`config.mk`:
```
export PLATFORM = sky130hd
export DESIGN_NAME = speck32_round_engine
export DESIGN_NICKNAME = d
export VERILOG_FILES = /design/src/rtl/speck32_round_engine.sv
export SDC_FILE = /design/constraint.sdc
export NUM_CORES = 1
export LEC_CHECK = 0
export ABC_CLOCK_PERIOD_IN_PS = 7300
export BUFFER_PORTS_ARGS = -buffer_cell sky130_fd_sc_hd__buf_2
export CORE_MARGIN = 2
export CORE_UTILIZATION = 52
export DETAILED_ROUTE_END_ITERATION = 7
export HOLD_SLACK_MARGIN = 0.03
export PLACE_DENSITY = 0.89
export SYNTH_ARGS = -nofsm -noshare
export SYNTH_HDL_FRONTEND = slang
export SYNTH_SLANG_ARGS = --single-unit
```
`constraint.sdc`:
```
create_clock -name clk -period 7.3 [get_ports clk]
set_input_delay 0.73 -clock clk [delete_from_list [all_inputs] [get_ports clk]]
set_output_delay 0.73 -clock clk [all_outputs]
set_load 0.05 [all_outputs]
```
`src/rtl/speck32_round_engine.sv`:
```
// speck32_round_engine: iterative SPECK32/64 encryptor running one round per clock
module Adder_MIG (
    input  logic [15:0] a,
    input  logic [15:0] b,
    output logic [15:0] s
);
    logic [16:0] c;

    function automatic logic maj(input logic p, input logic q, input logic r);
        return (p & q) | (p & r) | (q & r);
    endfunction

    assign c[0] = 1'b0;

    for (genvar i = 0; i < 16; i++) begin : g_bit
        assign c[i+1] = maj(a[i], b[i], c[i]);
        // Majority-only full adder: s = M(~cout, cin, M(a, b, ~cin)).
        assign s[i]   = maj(~c[i+1], c[i], maj(a[i], b[i], ~c[i]));
    end
endmodule

module speck32_round_engine #(
    parameter int ROUNDS = 22
) (
    input  logic        clk,
    input  logic        rst_n,
    input  logic        start,
    input  logic [63:0] key,
    input  logic [31:0] pt,
    output logic        busy,
    output logic        done,
    output logic [31:0] ct
);
    localparam int CW = (ROUNDS > 1) ? $clog2(ROUNDS) : 1;
    localparam logic [CW-1:0] LAST = CW'(ROUNDS - 1);

    localparam logic [1:0] IDLE = 2'd0;
    localparam logic [1:0] RUN  = 2'd1;
    localparam logic [1:0] DONE = 2'd2;

    logic [1:0]    state_q, state_d;
    logic [CW-1:0] round_q, round_d;
    logic [15:0]   x_q, x_d, y_q, y_d;
    logic [15:0]   k_q, k_d, l0_q, l0_d, l1_q, l1_d, l2_q, l2_d;
    logic [31:0]   ct_q, ct_d;
    logic [15:0]   sum_x, sum_k, x_new, y_new, l_new, k_new;

    Adder_MIG u_add_x (
        .a ({x_q[6:0], x_q[15:7]}),
        .b (y_q),
        .s (sum_x)
    );

    Adder_MIG u_add_k (
        .a (k_q),
        .b ({l0_q[6:0], l0_q[15:7]}),
        .s (sum_k)
    );

    assign x_new = sum_x ^ k_q;
    assign y_new = {y_q[13:0], y_q[15:14]} ^ x_new;
    assign l_new = sum_k ^ 16'(round_q);
    assign k_new = {k_q[13:0], k_q[15:14]} ^ l_new;

    assign busy = (state_q == RUN);
    assign done = (state_q == DONE);
    assign ct   = ct_q;

    // Next state: advance one round while running, otherwise accept a new block or fall back to idle.
    always_comb begin
        state_d = state_q;
        round_d = round_q;
        x_d     = x_q;
        y_d     = y_q;
        k_d     = k_q;
        l0_d    = l0_q;
        l1_d    = l1_q;
        l2_d    = l2_q;
        ct_d    = ct_q;
        if (state_q == RUN) begin
            x_d     = x_new;
            y_d     = y_new;
            k_d     = k_new;
            l0_d    = l1_q;
            l1_d    = l2_q;
            l2_d    = l_new;
            round_d = round_q + CW'(1);
            if (round_q == LAST) begin
                ct_d    = {x_new, y_new};
                state_d = DONE;
            end
        end else if (start) begin
            {x_d, y_d}              = pt;
            {l2_d, l1_d, l0_d, k_d} = key;
            round_d                 = '0;
            state_d                 = RUN;
        end else begin
            state_d = IDLE;
        end
    end

    // State and datapath registers; reset clears everything including the held ciphertext.
    always_ff @(posedge clk or negedge rst_n) begin
        if (!rst_n) begin
            state_q <= IDLE;
            round_q <= '0;
            x_q     <= '0;
            y_q     <= '0;
            k_q     <= '0;
            l0_q    <= '0;
            l1_q    <= '0;
            l2_q    <= '0;
            ct_q    <= '0;
        end else begin
            state_q <= state_d;
            round_q <= round_d;
            x_q     <= x_d;
            y_q     <= y_d;
            k_q     <= k_d;
            l0_q    <= l0_d;
            l1_q    <= l1_d;
            l2_q    <= l2_d;
            ct_q    <= ct_d;
        end
    end
endmodule

```
==> results.toml <==
[synth]
synth_mux_area_frac = 0.151
postSynth.asyncResetShare = 1.00
synth_edf_count = 0
synth-compound-area-share = 0.0853
netlist.area_leader.share = 0.427
synth-simple-area-share = 0.0605
synth_top_family_by_area = "multiplexers"
syn_area_sq_um = 7920
synth-xor-area-share = 0.0626
syn_nets = 870
syn_avg_cell_area_sq_um = 11.2
synthFlopType = "dfrtp_1"
synth_area_leaders = "dfrtp_1 (43%), fa_1 (14%), mux2i_1 (10%), mux2_2 (4.7%), o21ai_0 (4.1%)"
synth-seq-cells = 135
yosys.area_share.adder = 0.150
synthCells = 710
synth_seq_area_share = 0.427
ys_types = 28
synthTopCellsByCount = "dfrtp_1 (135), mux2i_1 (82), inv_1 (81)"
yosysMostFrequentCell = "dfrtp_1"
yosys_warnings = 0
yosysTopAreaCell = "dfrtp_1"

[sta]
setup_viol_count_final = 0
drv_slew = 0
min_period_over_period = 0.972
hold_slack_ps = 271
slew_headroom = 0.335
hold_violations = 0
worst_pin_slew_ps = 998
fmax_ghz = 0.141
period_minus_slack_ps = 7100
final.setup.tns_ps = 0
worst_clock_skew_ps = 6.34
rsz0062_at_grt = "false"

[layout]
drive_gt1_frac = 0.264
final_area_sq_um = 9360
antenna_cells = 0
layout.nets = 991
area_growth_pct = 18.2

[routing]
ant_nets = 0
route.detailed.drc = 0
first_pass_iters = 6
vias = 5532
avgViaCountPerCell = 5.36
finalWirelength_um = 19400
routedWlPerCell_um = 18.8
drt_iter0_markers = 554

[critical_path]
critPathRequiredTime_ps = 7610
arrival_ps = 7400
crit_fanout = 3
critical_path.startpoint_type = "register"
cp-startpoint = "y_q[0]"
crit_path_end_kind = "register"
rrSetupSlack_ps = 200
r2r_start = "y_q[0]"
crit_type = "reg -> reg"

[global_routing]
first_global_vias = 5770
antenna_found_initial = 0
grt_pass1_wl_um = 30800
overflow = 0
grt_max_degree = 104
grt_usage = 0.253

[outcome]
status = "finished, final reports clean"

[clock_tree]
cts_root_buffer = "clkbuf_16"
htree_levels = 4
cts_sinks = 135
clk_pin_slew_ps = 60
cts_hold_buffers = 0
cts_buffers = 17
clk_latency_ps = 430
clockBufferDepth = 2
cts_tree = "yes"

[floorplan]
dieArea_sq_um = 16200
design.portCount = 133
core_sq_um = 15000
die_h_um = 127
die_w_um = 127
fp-row-count = 45
start_util = 0.527

[worst_hold_path]
hold_path_class = "in -> async"

[place]
io_buffers = 132
dp_hpwl_um = 13800
placed_cell_area_sq_um = 8680
gp_congestion = 0.789

[job]
cap_violations = 0
==> state kept, by name, summed over array words and instances (netlist names) <==
| signal | cells |
|---|---|
| state_q | 2 |
| round_q | 5 |
| l0_q | 16 |
| l1_q | 16 |
| x_q | 16 |
| y_q | 16 |
| l2_q | 16 |
| k_q | 16 |
| ct | 32 |
==> per-layer routing <==
| metal | global-route usage | part of all wire |
|---|---|---|
| met5 | 0 | 0 |
| met1 | 0.342 | 0.42 |
| met3 | 0.0511 | 0.067 |
| met4 | 0.0730 | 0.016 |
| met2 | 0.419 | 0.49 |
==> critical path, stage by stage, from the launching register on <==
cell     delay, ps
dfrtp_1        400
ha_2           220
inv_1           50
fa_1           400
fa_1           420
fa_1           420
fa_2           380
fa_2           370
fa_1           410
fa_1           430
fa_2           390
fa_2           380
fa_2           390
fa_2           380
fa_2           380
fa_2           370
inv_1           80
fa_1           450
xor2_2         220
xnor2_1        160
mux2_2         270
==> through the flow <==
step	setup WS [ps]	std cells	utilization
after floorplan	165	710	-
after detailed placement	-278	999	0.577
final	205	1032	0.623
after global placement	42.2	999	0.577
after global routing	11.1	1032	0.623
after CTS	14.1	1031	0.621
==> cell families after synthesis <==
logic type               count (synthesis)
adder cells (fa/ha/maj)                 61
XOR/XNOR                                55
flip-flops                             135
AND/OR/NAND/NOR                        110
AO/OA/AOI/OAI                          115
buffers and inverters                  119
multiplexers                           115
==> layout make-up <==
class / instances / area (sq um)
clock inverter: 8 / 145
multi-input combinational: 456 / 4090
fill: 1170 / 5670
tap: 188 / 235
timing repair buffer: 140 / 729
inverter: 81 / 307
clock buffer: 24 / 472
sequential: 135 / 3380
==> final timing paths <==
kind,end,depth (start not counted)
max in group asynchronous,ct[20],2
worst max register to register,ct[14],20
min in group clk,l1_q[6],2
worst min register to register,l1_q[6],2
worst max-delay path,ct[14],20
worst min-delay path,l1_q[11],1
==> cell usage in the layout, fill, tap and decap left out, types with 2 or more instances in the layout <==
cell and instances:
ha_1 3, and3_1 2, nor3_1 2, a211o_1 2, xor2_1 23, nand2_1 70
mux2i_1 82, clkinv_2 2, bufinv_16 4, fa_2 17, inv_1 80, fa_1 40
nor2_1 18, nand3_1 3, nor2b_1 12, a211oi_1 11, a21o_1 16, mux2_2 33
buf_2 130, buf_4 9, dfrtp_1 135, a21oi_1 16, clkbuf_8 2, o211a_1 5
clkbuf_16 17, clkinvlp_4 2, xnor2_1 29, clkbuf_1 5, o21ai_0 65
==> timing repair <==
| item | in CTS | in global routing |
|---|---|---|
| resized for setup | 12 | 8 |
| endpoints found under the setup margin | 10 | 10 |
| buffers inserted | 0 | 1 |
Power is not shown: default switching activity piles up to over one toggle a cycle in this logic, so the estimate is an artifact.
